===== src/rtl/word_sender_pkg.sv =====
// Shared types for the word sender: sequencer and transmitter state encodings.
// Latency: n/a (types and constants only).
// Backpressure: n/a.
package word_sender_pkg;

    localparam int BYTES_PER_WORD = 4;

    typedef enum logic [1:0] {
        IDLE = 2'd0,
        LOAD = 2'd1,
        SEND = 2'd2,
        WAIT = 2'd3
    } seq_state_t;

    typedef enum logic [1:0] {
        T_IDLE  = 2'd0,
        T_START = 2'd1,
        T_DATA  = 2'd2,
        T_STOP  = 2'd3
    } tx_state_t;

endpackage


===== src/rtl/uart_transmitter.sv =====
// UART 8N1 transmitter: one start bit, 8 data bits LSB first, one stop bit.
// Latency: line falls on the edge that accepts tx_start; a frame is 10*CLKS_PER_BIT cycles.
// Backpressure: tx_start is taken only while tx_ready (T_IDLE); tx_done pulses on the last stop cycle.
module uart_transmitter
    import word_sender_pkg::*;
#(
    parameter int CLKS_PER_BIT = 868
)
(
    input  logic       CLK,
    input  logic       INITIALIZE,
    input  logic [7:0] tx_data,
    input  logic       tx_start,
    output logic       tx_ready,
    output logic       tx_done,
    output logic       UART_TX
);

    localparam int CNT_W = (CLKS_PER_BIT > 1) ? $clog2(CLKS_PER_BIT) : 1;
    localparam logic [CNT_W-1:0] CNT_LAST = CNT_W'(CLKS_PER_BIT - 1);

    tx_state_t        state_q, state_d;
    logic [CNT_W-1:0] baud_q, baud_d;
    logic [2:0]       bit_q, bit_d;
    logic [7:0]       shift_q, shift_d;
    logic             line_q, line_d;
    logic             bit_end;

    assign bit_end  = (baud_q == CNT_LAST);
    assign tx_ready = (state_q == T_IDLE);
    assign tx_done  = (state_q == T_STOP) && bit_end;
    assign UART_TX  = line_q;

    // Next-state logic; the line value is computed alongside so it changes on the state edge.
    always_comb begin
        state_d = state_q;
        baud_d  = baud_q + CNT_W'(1);
        bit_d   = bit_q;
        shift_d = shift_q;
        line_d  = line_q;
        case (state_q)
            T_IDLE: begin
                baud_d = '0;
                line_d = 1'b1;
                if (tx_start) begin
                    state_d = T_START;
                    shift_d = tx_data;
                    line_d  = 1'b0;
                end
            end
            T_START: begin
                if (bit_end) begin
                    state_d = T_DATA;
                    baud_d  = '0;
                    bit_d   = 3'd0;
                    line_d  = shift_q[0];
                end
            end
            T_DATA: begin
                if (bit_end) begin
                    baud_d = '0;
                    if (bit_q == 3'd7) begin
                        state_d = T_STOP;
                        line_d  = 1'b1;
                    end else begin
                        bit_d   = bit_q + 3'd1;
                        shift_d = {1'b0, shift_q[7:1]};
                        line_d  = shift_q[1];
                    end
                end
            end
            T_STOP: begin
                if (bit_end) begin
                    state_d = T_IDLE;
                    baud_d  = '0;
                end
            end
            default: begin
                state_d = T_IDLE;
                baud_d  = '0;
                line_d  = 1'b1;
            end
        endcase
    end

    // Transmitter state; reset forces the line high immediately, aborting any frame.
    always_ff @(posedge CLK or posedge INITIALIZE) begin
        if (INITIALIZE) begin
            state_q <= T_IDLE;
            baud_q  <= '0;
            bit_q   <= 3'd0;
            shift_q <= 8'h00;
            line_q  <= 1'b1;
        end else begin
            state_q <= state_d;
            baud_q  <= baud_d;
            bit_q   <= bit_d;
            shift_q <= shift_d;
            line_q  <= line_d;
        end
    end

endmodule


===== src/rtl/word_sender.sv =====
// Buffers 32-bit words and sends each over UART as four 8N1 bytes, MSB first.
// Latency: word accepted into an idle, empty block at edge N -> UART_TX falls after edge N+3.
// Backpressure: wready = FIFO not full; producer holds wvalid/wdata. WORD_SENDER_LED_EN adds LED word counter.
module word_sender
    import word_sender_pkg::*;
#(
    parameter int CLKS_PER_BIT = 868,
    parameter int FIFO_DEPTH   = 16
)
(
    input  logic        CLK,
    input  logic        INITIALIZE,
    input  logic [31:0] wdata,
    input  logic        wvalid,
    output logic        wready,
    output logic        UART_TX,
    output logic        busy
`ifdef WORD_SENDER_LED_EN
    ,
    output logic [7:0]  LED
`endif
);

    localparam int PTR_W = (FIFO_DEPTH > 1) ? $clog2(FIFO_DEPTH) : 1;
    localparam int CNT_W = PTR_W + 1;

    // ---------------- word FIFO ----------------
    logic [31:0]      mem_q [FIFO_DEPTH];
    logic [PTR_W-1:0] wr_ptr_q, wr_ptr_d;
    logic [PTR_W-1:0] rd_ptr_q, rd_ptr_d;
    logic [CNT_W-1:0] count_q, count_d;
    logic             push, pop;

    // ---------------- sequencer ----------------
    seq_state_t  seq_q, seq_d;
    logic [31:0] shreg_q, shreg_d;
    logic [1:0]  byte_idx_q, byte_idx_d;
    logic        last_byte;

    // ---------------- transmitter link ----------------
    logic tx_start, tx_ready, tx_done;

    assign wready    = (count_q != CNT_W'(FIFO_DEPTH));
    assign push      = wvalid && wready;
    assign pop       = (seq_q == IDLE) && (count_q != '0);
    assign last_byte = (byte_idx_q == 2'(BYTES_PER_WORD - 1));
    assign tx_start  = (seq_q == SEND) && tx_ready;
    assign busy      = (count_q != '0) || (seq_q != IDLE) || !tx_ready;

    // FIFO pointer and occupancy update; simultaneous push and pop leave count unchanged.
    always_comb begin
        wr_ptr_d = push ? wr_ptr_q + PTR_W'(1) : wr_ptr_q;
        rd_ptr_d = pop  ? rd_ptr_q + PTR_W'(1) : rd_ptr_q;
        count_d  = count_q;
        if (push && !pop) begin
            count_d = count_q + CNT_W'(1);
        end else if (pop && !push) begin
            count_d = count_q - CNT_W'(1);
        end
    end

    // FIFO storage; contents need no reset because occupancy is tracked by count.
    always_ff @(posedge CLK) begin
        if (push) begin
            mem_q[wr_ptr_q] <= wdata;
        end
    end

    // Sequencer: pop a word, then hand its bytes to the transmitter one at a time.
    always_comb begin
        seq_d      = seq_q;
        shreg_d    = shreg_q;
        byte_idx_d = byte_idx_q;
        case (seq_q)
            IDLE: begin
                if (pop) begin
                    shreg_d    = mem_q[rd_ptr_q];
                    byte_idx_d = 2'd0;
                    seq_d      = LOAD;
                end
            end
            LOAD: seq_d = SEND;
            SEND: begin
                if (tx_ready) begin
                    seq_d = WAIT;
                end
            end
            WAIT: begin
                if (tx_done) begin
                    shreg_d    = {shreg_q[23:0], 8'h00};
                    byte_idx_d = byte_idx_q + 2'd1;
                    seq_d      = last_byte ? IDLE : SEND;
                end
            end
            default: seq_d = IDLE;
        endcase
    end

    // FIFO bookkeeping and sequencer state; reset drops every queued word.
    always_ff @(posedge CLK or posedge INITIALIZE) begin
        if (INITIALIZE) begin
            wr_ptr_q   <= '0;
            rd_ptr_q   <= '0;
            count_q    <= '0;
            seq_q      <= IDLE;
            shreg_q    <= 32'h0;
            byte_idx_q <= 2'd0;
        end else begin
            wr_ptr_q   <= wr_ptr_d;
            rd_ptr_q   <= rd_ptr_d;
            count_q    <= count_d;
            seq_q      <= seq_d;
            shreg_q    <= shreg_d;
            byte_idx_q <= byte_idx_d;
        end
    end

`ifdef WORD_SENDER_LED_EN
    logic [7:0] led_cnt_q, led_cnt_d;
    logic       word_done;

    assign word_done = (seq_q == WAIT) && tx_done && last_byte;
    assign LED       = led_cnt_q;

    // Count fully transmitted words; wraps naturally at 8 bits.
    always_comb begin
        led_cnt_d = word_done ? led_cnt_q + 8'd1 : led_cnt_q;
    end

    // LED counter register.
    always_ff @(posedge CLK or posedge INITIALIZE) begin
        if (INITIALIZE) begin
            led_cnt_q <= 8'h00;
        end else begin
            led_cnt_q <= led_cnt_d;
        end
    end
`endif

    uart_transmitter #(
        .CLKS_PER_BIT (CLKS_PER_BIT)
    ) u_tx (
        .CLK        (CLK),
        .INITIALIZE (INITIALIZE),
        .tx_data    (shreg_q[31:24]),
        .tx_start   (tx_start),
        .tx_ready   (tx_ready),
        .tx_done    (tx_done),
        .UART_TX    (UART_TX)
    );

endmodule


===== config.mk =====
export PLATFORM = sky130hd
export DESIGN_NAME = word_sender
export DESIGN_NICKNAME = d
export VERILOG_FILES = /design/src/rtl/word_sender_pkg.sv /design/src/rtl/uart_transmitter.sv /design/src/rtl/word_sender.sv
export SDC_FILE = /design/constraint.sdc
export NUM_CORES = 1
export LEC_CHECK = 0
export ABC_AREA = 0
export CORE_MARGIN = 2
export CORE_UTILIZATION = 65
export CTS_CLUSTER_SIZE = 28
export DETAILED_ROUTE_END_ITERATION = 8
export DONT_BUFFER_PORTS = 1
export PLACE_DENSITY = 0.81
export REMOVE_ABC_BUFFERS = 1
export SETUP_SLACK_MARGIN = 0.4
export SYNTH_ARGS = -nofsm -noshare
export SYNTH_HDL_FRONTEND = slang
export SYNTH_SLANG_ARGS = --single-unit

===== constraint.sdc =====
create_clock -name CLK -period 9.62 [get_ports CLK]
set_clock_uncertainty 0.2 [all_clocks]
set_input_delay 1.443 -clock CLK [delete_from_list [all_inputs] [get_ports CLK]]
set_output_delay 1.443 -clock CLK [all_outputs]
set_load 0.01 [all_outputs]

==> impl_results.md <==
* Slew headroom at 11.3%
* Crit-path max cell delay at 0.92 ns
* Clock Tree Root: clkbuf_16
* Routed WL at 46,900 µm
* Largest net degree at the start of global routing at 74
* EDFF count, synth at 512
* Detailed Route Iter0 Violations at 1,343
* First-pass GRT wire length at 71,700 µm
* CP Class: primary input to flip-flop
* Synthesized cell area at 22,800 µm²
* ANT cells at 0
* Initial Util at 66.1%
* HP Class: flip-flop to flip-flop
* IO buf count at 0
* Setup_tns at 0 ns
* Initial antenna violation count at 0
* Row count at 68
* Largest family of logic cells by synthesized area: multiplexers
* Residual DRC at 0
* Ys async rst share at 12.5%
* Status: finished, final reports clean
* Clock transition at the registers of the reported paths at 0.06 ns
* Top-area cell type share of the netlist area at 67.3%
* Ys flop type: edfxtp_1
* Adder-Cell Fraction of Synth Area at 1.13%
* Crit Path Max Fanout at 23
* Simple-gate portion of the synthesized area at 2.41%
* Yosys warnings at 0
* Setup-failing EPs final at 0
* Hold Crit Start: u_tx.baud_q[0]
* Area growth syn-to-layout at 9.82%
* Hold_buf cts at 0
* Peak VDD IR at 176 µV
* Die footprint at 36,600 µm²
* Vias/cell at 6.77
* Fillers at 1,933
* Worst hold stages at 1
* Fin crit period at 3.73 ns
* Reg2reg path depth at 6
* DP HPWL at 24,500 µm
* Syn_area_per_cell at 20.0 µm²
* Final Hold Viols at 0
* CP Capture Type: flip-flop
* Via count at 11,200
* Multiplexer area fraction after synthesis at 13.9%
* Clock tree from TritonCTS: built
* R2R Setup Slk at 6.00 ns
* Worst r2r dst: shreg_q[9]
* Mapped Cells at 1,142
* Period Utilization, post-route at 38.8%
* Final max-slew violation count at 0
* RR Startpoint: rd_ptr_q[0]
* Post-synth cell types at 49
* Core area at 34,500 µm²
* GRT Total Usage at 26.9%
* Clk sinks at 585
* Share of post-route cells with drive strength above 1 at 22.7%
* Synth top cells by count: 512 x edfxtp_1, 128 x mux4_2, 86 x a21oi_1, 72 x dfrtp_1, 55 x nor2_1
* Vias in the first global route at 11,700
* Hold Path Sink: u_tx.baud_q[0]
* Worst setup SP type: primary input
* Num CTS Buffers at 54
* IO Pins at 38
* Die Ht at 191 µm
* Total gr overflow at 0
* Worst EP arrival at 3.76 ns
* Min Hold Slack at 0.285 ns
* Seq/Total Area, Yosys at 75.3%
* Setup bufs post-CTS at 0
* Synth Area in Compound Gates at 4.86%
* Slowest CP cell: nor3_2
* Max Root-Sink Buffers at 3
* Pwr Density at 224 nW/µm²
* Slew of the pin with the lowest slew margin at 1.33 ns
* Flops & latches, synth at 585
* Top cell type by total area after synthesis: edfxtp_1
* First drt pass iteration count at 5
* Most frequent cell after synthesis: edfxtp_1
* Die width at 191 µm
* Resize count post-CTS at 0
* DRT antenna net count at 0
* Static leakage at 0.00819 µW
* Final nets at 1,207
* Area of the multi-input gates at 5360 µm²
* Htree depth at 2
* XOR/XNOR share of the synthesized area at 0.690%
* Placer Congestion at 0.779
* Max frequency at 268 MHz
* Register area at 17,200 µm²
* RSZ-0062 raised after global routing: false
* Maxcap violations at 0
* Clock latency on the worst-skew pair at 0.58 ns
* Synth area leaders: edfxtp_1 67%, mux4_2 13%, dfrtp_1 7.9%
* Cell chain of the critical path: and2_1 > nand2_1 > nor3_2 > buf_4
* Routed wire per std cell at 28.4 µm
* Worst Path Required at 9.65 ns
## cell families after synthesis
group,after synthesis
AOI/OAI and AO/OA,173
xor gates and xnor gates,18
adders and majority gates,20
buffers and inverters,75
DFF,585
muxes,154
and+or+nand+nor,117
## cell usage in the layout (no fill, tap or decap), types with 2 or more instances in the layout
cell type / Yosys / routed
edfxtp_1: 512 / 512
mux4_2: 128 / 128
a21oi_1: 86 / 86
dfrtp_1: 72 / 70
clkbuf_16: 0 / 55
a22oi_1: 48 / 48
nor2_1: 55 / 42
nand2_1: 19 / 19
ha_1: 19 / 19
mux2_2: 18 / 18
buf_4: 5 / 17
xnor2_1: 13 / 13
clkinv_1: 0 / 13
clkbuf_1: 27 / 13
nor2_4: 0 / 12
inv_1: 12 / 11
clkinv_2: 0 / 10
a22o_1: 9 / 9
nand3_1: 8 / 8
o21ai_0: 8 / 8
mux2i_1: 8 / 8
nor2b_1: 10 / 8
a211oi_1: 8 / 8
bufinv_16: 0 / 7
xor2_1: 5 / 5
nor3_2: 0 / 4
and2_1: 4 / 3
nand4_1: 3 / 3
nor4_1: 2 / 2
nor2b_2: 0 / 2
a21o_1: 2 / 2
or2_2: 2 / 2
a21bo_2: 2 / 2
and3_1: 2 / 2
nand2b_1: 2 / 2
inv_6: 0 / 2
dfrtp_4: 0 / 2
## state kept, by name, summed over array words and instances, names as in the netlist
register / cells
u_tx.shift_q: 8
u_tx.baud_q: 10
wr_ptr_q: 4
shreg_q: 32
mem_q: 512
u_tx.UART_TX: 1
seq_q: 2
u_tx.state_q: 2
rd_ptr_q: 4
count_q: 5
byte_idx_q: 2
u_tx.bit_q: 3
## metal layers
metal / part of all wire [%] / track usage (%) / up-vias / routed length (µm)
met5: 0 / 0 / - / 0
met4: 3.3 / 10.4 / 0 / 1540
met3: 8.1 / 4.30 / 108 / 3820
met2: 51 / 44.3 / 607 / 23800
met1: 38 / 37.1 / 5808 / 17700
li1: - / - / 4669 / -
## layout make-up
| cell class | count | area share [%] |
|---|---|---|
| Clock inverter | 33 | 1.35 |
| Timing Repair Buffer | 17 | 0.509 |
| Multi-Input combinational cell | 482 | 21.4 |
| Sequential cell | 585 | 68.6 |
| Tap cell | 455 | 2.27 |
| Clock buffer | 68 | 5.68 |
| Inverter | 12 | 0.185 |
## critical path, delay by kind of cell
family	cells	cell delay, ns
and+or+nand+nor	3	1.72
buffers and inverters	1	0.54
## stage by stage
step | std cells | area, µm² | setup slack [ns] | utilization, % | power [µW]
2_1_floorplan | 1079 | 22500 | 2.94 | - | 3360
3_3_place_gp | 1551 | 23300 | 5.49 | 67.5 | 3500
3_5_place_dp | 1551 | 23300 | 5.39 | 67.5 | 3530
4_1_cts | 1652 | 25100 | 5.90 | 72.6 | 5650
5_1_grt | 1652 | 25100 | 5.63 | 72.6 | 5780
6_report | 1652 | 25100 | 5.89 | 72.6 | 5620
## how the worst max path moves through the flow
| stage | from | end | slack, ns |
|---|---|---|---|
| final | wvalid | mem_q[0][0] | 5.89 |
| after global routing | rd_ptr_q[0] | shreg_q[31] | 5.63 |
| after CTS | rd_ptr_q[0] | shreg_q[31] | 5.90 |
| after detailed placement | wvalid | mem_q[0][24] | 5.39 |
| after global placement | wvalid | mem_q[0][5] | 5.49 |
| after floorplan | rd_ptr_q[0] | shreg_q[0] | 2.94 |
## power by group
| part | leakage, µW | total (µW) | switching, µW | internal (µW) |
|---|---|---|---|---|
| registers | 0.00549 | 3090 | 77.1 | 3010 |
| clock network | 0.000861 | 2130 | 895 | 1240 |
| logic | 0.00185 | 403 | 272 | 131 |
| total | 0.00819 | 5620 | 1240 | 4380 |
(Power assumes the default switching activity.)
